<file path="src/rtl/mem_ctrl_arbiter_pkg.sv">
// Shared memory-side type definitions used by the cache/memory path.
// Latency: n/a (types and constants only).
// Backpressure: n/a.
// Contents: block address and block data widths, request type encoding.
package mem_ctrl_arbiter_pkg;

    localparam int MAIN_MEM_ADDR_W = 26;
    localparam int BLOCK_DATA_W    = 128;

    typedef logic [MAIN_MEM_ADDR_W-1:0] main_mem_block_addr_t;
    typedef logic [BLOCK_DATA_W-1:0]    block_data_t;

    typedef enum logic {
        REQ_READ  = 1'b0,
        REQ_WRITE = 1'b1
    } req_type_t;

endpackage

</file>
<file path="src/rtl/mem_ctrl_arbiter.sv">
// Arbitrates icache and dcache block requests onto one main-memory port, one transaction in flight.
// Latency: grant cycle N, mem_req_valid at N+1, read response forwarded combinationally with mem_resp_valid.
// Backpressure: req_ready only in IDLE on the granted port; mem request held stable until mem_req_ready.
//
// Ports:
//   clk, rst_aH                          - clock, synchronous active-high reset
//   icache_req_* / icache_resp_*         - icache read requests and fill responses
//   dcache_req_* / dcache_resp_*         - dcache read/write requests and read responses
//   mem_req_* / mem_resp_*               - main-memory request and response
//   spurious_resp_err                    - sticky: memory response seen while no read was outstanding
module mem_ctrl_arbiter
    import mem_ctrl_arbiter_pkg::*;
#(
    parameter bit FIXED_DCACHE_PRIO = 1'b0
) (
    input  logic                 clk,
    input  logic                 rst_aH,

    input  logic                 icache_req_valid,
    output logic                 icache_req_ready,
    input  main_mem_block_addr_t icache_req_block_addr,
    output logic                 icache_resp_valid,
    output block_data_t          icache_resp_block_data,

    input  logic                 dcache_req_valid,
    output logic                 dcache_req_ready,
    input  req_type_t            dcache_req_type,
    input  main_mem_block_addr_t dcache_req_block_addr,
    input  block_data_t          dcache_req_block_data,
    output logic                 dcache_resp_valid,
    output block_data_t          dcache_resp_block_data,

    output logic                 mem_req_valid,
    input  logic                 mem_req_ready,
    output req_type_t            mem_req_type,
    output main_mem_block_addr_t mem_req_block_addr,
    output block_data_t          mem_req_block_data,
    input  logic                 mem_resp_valid,
    input  block_data_t          mem_resp_block_data,

    output logic                 spurious_resp_err
);

    typedef enum logic [1:0] {
        ST_IDLE      = 2'd0,
        ST_ISSUE     = 2'd1,
        ST_WAIT_RESP = 2'd2
    } state_t;

    typedef enum logic {
        OWN_ICACHE = 1'b0,
        OWN_DCACHE = 1'b1
    } owner_t;

    state_t               state_q, state_d;
    owner_t               last_grant_q;
    owner_t               owner_q;
    owner_t               grant_sel;
    req_type_t            type_q;
    main_mem_block_addr_t addr_q;
    block_data_t          data_q;
    logic                 spurious_q;
    logic                 grant_any;

    // Two-way arbiter: on a tie, either dcache wins outright or the port
    // that lost the previous grant wins.
    always_comb begin
        grant_any = icache_req_valid | dcache_req_valid;
        grant_sel = OWN_ICACHE;
        if (icache_req_valid && dcache_req_valid) begin
            if (FIXED_DCACHE_PRIO)
                grant_sel = OWN_DCACHE;
            else
                grant_sel = (last_grant_q == OWN_DCACHE) ? OWN_ICACHE : OWN_DCACHE;
        end else if (dcache_req_valid) begin
            grant_sel = OWN_DCACHE;
        end
    end

    // Next state and handshake outputs. Everything stays low while reset is
    // asserted so an abandoned transaction never leaks a valid or ready.
    always_comb begin
        state_d           = state_q;
        icache_req_ready  = 1'b0;
        dcache_req_ready  = 1'b0;
        mem_req_valid     = 1'b0;
        icache_resp_valid = 1'b0;
        dcache_resp_valid = 1'b0;
        if (!rst_aH) begin
            case (state_q)
                ST_IDLE: begin
                    if (grant_any) begin
                        state_d          = ST_ISSUE;
                        icache_req_ready = (grant_sel == OWN_ICACHE);
                        dcache_req_ready = (grant_sel == OWN_DCACHE);
                    end
                end
                ST_ISSUE: begin
                    mem_req_valid = 1'b1;
                    if (mem_req_ready)
                        state_d = (type_q == REQ_WRITE) ? ST_IDLE : ST_WAIT_RESP;
                end
                ST_WAIT_RESP: begin
                    if (mem_resp_valid) begin
                        state_d           = ST_IDLE;
                        icache_resp_valid = (owner_q == OWN_ICACHE);
                        dcache_resp_valid = (owner_q == OWN_DCACHE);
                    end
                end
                default: state_d = ST_IDLE;
            endcase
        end
    end

    always_ff @(posedge clk) begin
        if (rst_aH) begin
            state_q      <= ST_IDLE;
            last_grant_q <= OWN_DCACHE;
            owner_q      <= OWN_ICACHE;
            type_q       <= REQ_READ;
            addr_q       <= '0;
            data_q       <= '0;
            spurious_q   <= 1'b0;
        end else begin
            state_q <= state_d;
            if (state_q == ST_IDLE && grant_any) begin
                owner_q      <= grant_sel;
                last_grant_q <= grant_sel;
                if (grant_sel == OWN_DCACHE) begin
                    type_q <= dcache_req_type;
                    addr_q <= dcache_req_block_addr;
                    data_q <= dcache_req_block_data;
                end else begin
                    type_q <= REQ_READ;
                    addr_q <= icache_req_block_addr;
                    data_q <= '0;
                end
            end
            // A response with no read outstanding is dropped but remembered.
            if (mem_resp_valid && state_q != ST_WAIT_RESP)
                spurious_q <= 1'b1;
        end
    end

    assign mem_req_type       = type_q;
    assign mem_req_block_addr = addr_q;
    assign mem_req_block_data = data_q;

    // Response data is broadcast; only the valid is steered to the owner.
    assign icache_resp_block_data = mem_resp_block_data;
    assign dcache_resp_block_data = mem_resp_block_data;

    assign spurious_resp_err = spurious_q;

endmodule

</file>
<file path="config.mk">
export PLATFORM = sky130hd
export DESIGN_NAME = mem_ctrl_arbiter
export DESIGN_NICKNAME = d
export VERILOG_FILES = /design/src/rtl/mem_ctrl_arbiter_pkg.sv /design/src/rtl/mem_ctrl_arbiter.sv
export SDC_FILE = /design/constraint.sdc
export NUM_CORES = 1
export LEC_CHECK = 0
export BUFFER_PORTS_ARGS = -buffer_cell sky130_fd_sc_hd__buf_4
export CAP_MARGIN = 15
export CORE_AREA = 2 2 282 284
export DETAILED_ROUTE_END_ITERATION = 10
export DIE_AREA = 0 0 284 286
export GPL_TIMING_DRIVEN = 1
export PLACE_DENSITY = 0.38
export SYNTH_ARGS = -nofsm -noshare
export SYNTH_HDL_FRONTEND = slang
export SYNTH_SLANG_ARGS = --single-unit
export TNS_END_PERCENT = 30
</file>
<file path="constraint.sdc">
create_clock -name clk -period 3.95 [get_ports clk]
set_clock_uncertainty 0.1 [all_clocks]
set_input_delay 0.5925 -clock clk [delete_from_list [all_inputs] [get_ports clk]]
set_output_delay 0.5925 -clock clk [all_outputs]
set_load 0.02 [all_outputs]
</file>
## After elaboration in Yosys (flattened, before gate mapping)

Index checks and enable logic that the tools add are counted.

- Register bits after elaboration: 160
- Bits in latches: 0
- RAM bits: 0
- ROM bits: 0
- Input bits: 315
- Output and inout bits: 417
- Word-level logic and storage cells: 46
- Memories: 0

- Add/sub/neg operators: 0
- $mul: 0
- Div/mod/pow operators: 0
- $lt $le $gt $ge: 0
- Equality and inequality tests: 6
- Shift-type cells: 0
- Muxes and demuxes: 25
- Bitwise logic cells: 3
- Reduce and logical (&&, ||, !) cells: 5

Operators with widths:

| cell | number |
|---|---|
| $mux 128 | 1 |
| $mux 26 | 1 |
| $mux 1 | 18 |
| $mux 2 | 4 |
| $ne 2x2->1 const B | 4 |
| $pmux 2 s3 | 1 |
| $logic_and 1x1->1 | 3 |
| $reduce_and 3->1 | 1 |
| $eq 2x1->1 const B | 1 |
| $eq 2x2->1 const B | 1 |
| $logic_not 2->1 | 1 |
| $not 1->1 | 2 |
| $or 1x1->1 | 1 |

## Depth between registers and ports, before layout

- Depth in word-level cells: 6
- Depth in mapped cells: 7

## Worst setup path after synthesis

Ideal clock, no wire load.

- Path kind: input to output
- Start point: input rst_aH
- End point: output icache_resp_valid
- Arrival: 1.513 ns
- Data required time: 3.257 ns
- Slack: 1.744 ns
- Stages on the path: 2
- Buffers on the path: 1
- Cells stage by stage: buf_4 -> nor4b_1

- Cells in the longest elaborated chain, start to end: 1

RTL lines:

| what | RTL line | RTL |
|---|---|---|
| start: declaration | mem_ctrl_arbiter.sv:17 | `input logic rst_aH,` |
| $mux 1 | mem_ctrl_arbiter.sv:89 | `if (!rst_aH) begin` |
| end: declaration | mem_ctrl_arbiter.sv:22 | `output logic icache_resp_valid,` |

Every way passes these cells.

## Worst setup path after layout

- Start point: register state_q[1]
- End point: output dcache_resp_valid

- Cells in the longest elaborated chain, start to end: 3

RTL lines:

| what | RTL line | RTL |
|---|---|---|
| start: declaration | mem_ctrl_arbiter.sv:55 | `state_t state_q, state_d;` |
| start signal: assignment | mem_ctrl_arbiter.sv:125 | `state_q <= state_d;` |
| $eq 2x2->1 | mem_ctrl_arbiter.sv:90 | `case (state_q)` |
| $mux 1 | mem_ctrl_arbiter.sv:90 |  |
| $mux 1 | mem_ctrl_arbiter.sv:89 |  |
| end: declaration | mem_ctrl_arbiter.sv:30 | `output logic dcache_resp_valid,` |

Every way passes these cells.

==> results.json <==
{
  "synth_area_leaders": "dfxtp_1, buf_4, a22o_1",
  "r2r-end": "mem_req_block_data[75]",
  "dp_hpwl_microns": 18600,
  "io_pins": 732,
  "switching_share_pct": 28.5,
  "async_reset_ff_share_pct": 0,
  "avgSynthCellArea_sq_um": 10.9,
  "r2r_cells": 4,
  "postCtsResizedCells": 0,
  "min_path_type": "input pin to register",
  "slowest_delay_ns": 0.67,
  "crit_path_end_kind": "output pin",
  "r2r_start": "state_q[1]",
  "vias_per_cell": 2.79,
  "peakVddDrop_mv": 0.301,
  "cts.sinks": 160,
  "holdPathEnd": "mem_req_block_data[26]",
  "slew_viol_final": 0,
  "clk_latency_ns": 0.47,
  "die_h_microns": 286,
  "syn_to_final_growth_pct": 31.4,
  "finalHoldViolCount": 0,
  "grt_pass1_vias": 5203,
  "synth_top_area_cell": "dfxtp_1",
  "cts_buffers": 17,
  "cp_slowest_cell": "dfxtp_1",
  "dieArea_sq_um": 81200,
  "setup_viol_count_final": 0,
  "synth_most_common_cell": "buf_4",
  "switchingPower_w": 0.00116,
  "grtUsageMet1_pct": 6.23,
  "synth_edf_count": 0,
  "cts_root_buf": "clkbuf_16",
  "core_area_sq_um": 78400,
  "internal_power_w": 0.00293,
  "timing.setup.tns_ns": 0,
  "ant_nets": 0,
  "rsz0062_at_grt": "false",
  "critical_path.max_fanout": 9,
  "holdPathStages": 2,
  "status": "complete, no violations",
  "clock.fmax_ghz": 0.341,
  "critPathArrivalTime_ns": 2.24,
  "htree_levels": 4,
  "grt_overflow": 0,
  "vias": 5033,
  "start_util_pct": 9.31,
  "grt.total_usage_pct": 6.00,
  "synth-main-ff-cell": "dfxtp_1",
  "pwr-share-seq_pct": 43.3,
  "syn_area_sq_um": 7300,
  "gp_congestion": 0.745,
  "die_w_microns": 284,
  "leakagePower_nw": 4.04,
  "path_cells": "nand2b_1, nor4bb_1, buf_4",
  "routedWlPerCell_microns": 13.8,
  "cp_top_family": "simple AND/OR/NAND/NOR gates",
  "drc": 0,
  "grt_pass1_wl_microns": 35300,
  "drive_gt1_share_pct": 51.9,
  "min_from": "dcache_req_block_data[26]",
  "crit_buf_inv": 1,
  "crit_type": "register to output pin",
  "relSlewSlack_pct": 55.0,
  "syn_inst": 668,
  "rrSetupSlack_ns": 1.68,
  "p_clk_share_pct": 40.9,
  "fin_ws_ns": 1.01,
  "required_ns": 3.26,
  "synthTopCellsByCount": "buf_4, dfxtp_1, a22o_1",
  "place_ws_ns": 1.25,
  "min_period_over_period_pct": 74.3,
  "crit_cells": 3,
  "grt_max_degree": 80,
  "yosysSeqAreaShare_pct": 43.9,
  "use_met2_pct": 8.69,
  "start_kind": "register",
  "synth_warnings": 0,
  "min_period_ns": 2.94,
  "drtPass1Iterations": 4,
  "drt-total-wl_microns": 24900,
  "power.density_nw_per_um2": 427,
  "num_rows": 103,
  "cts_hold_buf": 0,
  "synth_top_area_share_pct": 43.9,
  "n_antenna_cell": 0,
  "synth_nets": 983,
  "worst_pin_slew_ns": 0.675,
  "grt_busiest_layer": "met2",
  "clk_pin_slew_ns": 0.07,
  "ys_ff_latch": 160,
  "antenna_found_initial": 4,
  "comb_power_share_pct": 15.7,
  "cts_tree": "built",
  "synth_cell_type_count": 27,
  "portBuffers": 347,
  "post_cts_buffers": 0,
  "clock_tree.buffer_depth": 2,
  "use_met3_pct": 3.92,
  "final_nets": 1057,
  "maxCapViolations": 0,
  "drtIter0Drc": 179
}
==> how the worst max path moves through the flow <==
| stage | slack [ns] | from | to |
|---|---|---|---|
| after detailed placement | 1.25 | rst_aH | mem_req_block_addr[4] |
| after global placement | 1.29 | rst_aH | mem_req_block_data[52] |
| after CTS | 0.92 | state_q[1] | dcache_resp_valid |
| after global routing | 0.86 | state_q[1] | dcache_resp_valid |
| after floorplan | 1.74 | rst_aH | icache_resp_valid |
| final | 1.01 | state_q[1] | dcache_resp_valid |
==> metrics by stage <==
step	util, %	instances	area [sq um]	hold slack, ns	power (W)
floorplan	-	668	7300	0.342	0.00249
global placement	11.5	1773	9020	0.358	0.00246
detailed placement	11.5	1773	9020	0.356	0.00246
CTS	12.2	1804	9590	0.156	0.00423
global route	12.2	1804	9590	0.185	0.00431
finish	12.2	1804	9590	0.232	0.00409
==> power by group through the flow <==
stage,sequential (W),combinational [W],clock [W]
finish,0.00177,0.000644,0.00167
global route,0.00178,0.000691,0.00184
CTS,0.00177,0.000658,0.00180
detailed placement,0.00181,0.000658,0
global placement,0.00181,0.000654,0
floorplan,0.00190,0.000589,0
==> cell families (layout without fill, tap and decap cells) <==
logic type | count (synthesis) | count (layout) | share of synthesized area, %
buffers and inverters | 300 | 386 | 31.4
AO/OA/AOI/OAI | 163 | 163 | 19.8
flip-flops | 160 | 160 | 43.9
AND/OR/NAND/NOR | 45 | 45 | 4.90
==> cells in the final DEF (no fill, tap or decap), types with 2 or more instances in the layout <==
| cell | netlist | final |
|---|---|---|
| nor3b_4 | 2 | 2 |
| nand2_1 | 3 | 3 |
| nor2_1 | 3 | 3 |
| buf_12 | 0 | 3 |
| buf_4 | 258 | 351 |
| a31oi_1 | 2 | 2 |
| and4_1 | 24 | 24 |
| a22o_1 | 129 | 129 |
| nand2b_1 | 2 | 2 |
| dfxtp_1 | 160 | 160 |
| clkinv_4 | 0 | 2 |
| a221o_1 | 24 | 24 |
| a21o_1 | 2 | 2 |
| o31ai_1 | 3 | 3 |
| clkbuf_16 | 0 | 17 |
| inv_6 | 0 | 4 |
| clkinvlp_4 | 0 | 4 |
| nand3_1 | 4 | 4 |
==> state kept, by name, indices dropped and copies added (netlist names) <==
signal,cells
mem_req_block_data,128
mem_req_block_addr,26
state_q,2
last_grant_q,1
mem_req_type,1
owner_q,1
spurious_resp_err,1
==> layout make-up <==
cell class / count / area, sq um
repair buffers: 354 / 2700
clock inverters: 13 / 129
well taps: 1050 / 1310
inverters: 1 / 3.75
clock buffers: 18 / 439
flip-flops and latches: 160 / 3200
fillers: 9017 / 68800
multi-input cells: 208 / 1800
==> layer usage <==
layer	vias up	part of all wire (%)
met5	-	0.15
met3	89	13
met2	382	44
met1	2265	37
li1	2291	-
met4	6	4.6
==> worst reg2reg max path, cell delays in order, from the launching register on <==
cell and delay (ns):
dfxtp_1 0.48, nor3b_4 0.31, and3_4 0.47, buf_4 0.55, a22o_1 0.28
Note: power is estimated with default switching activity, not from simulation.
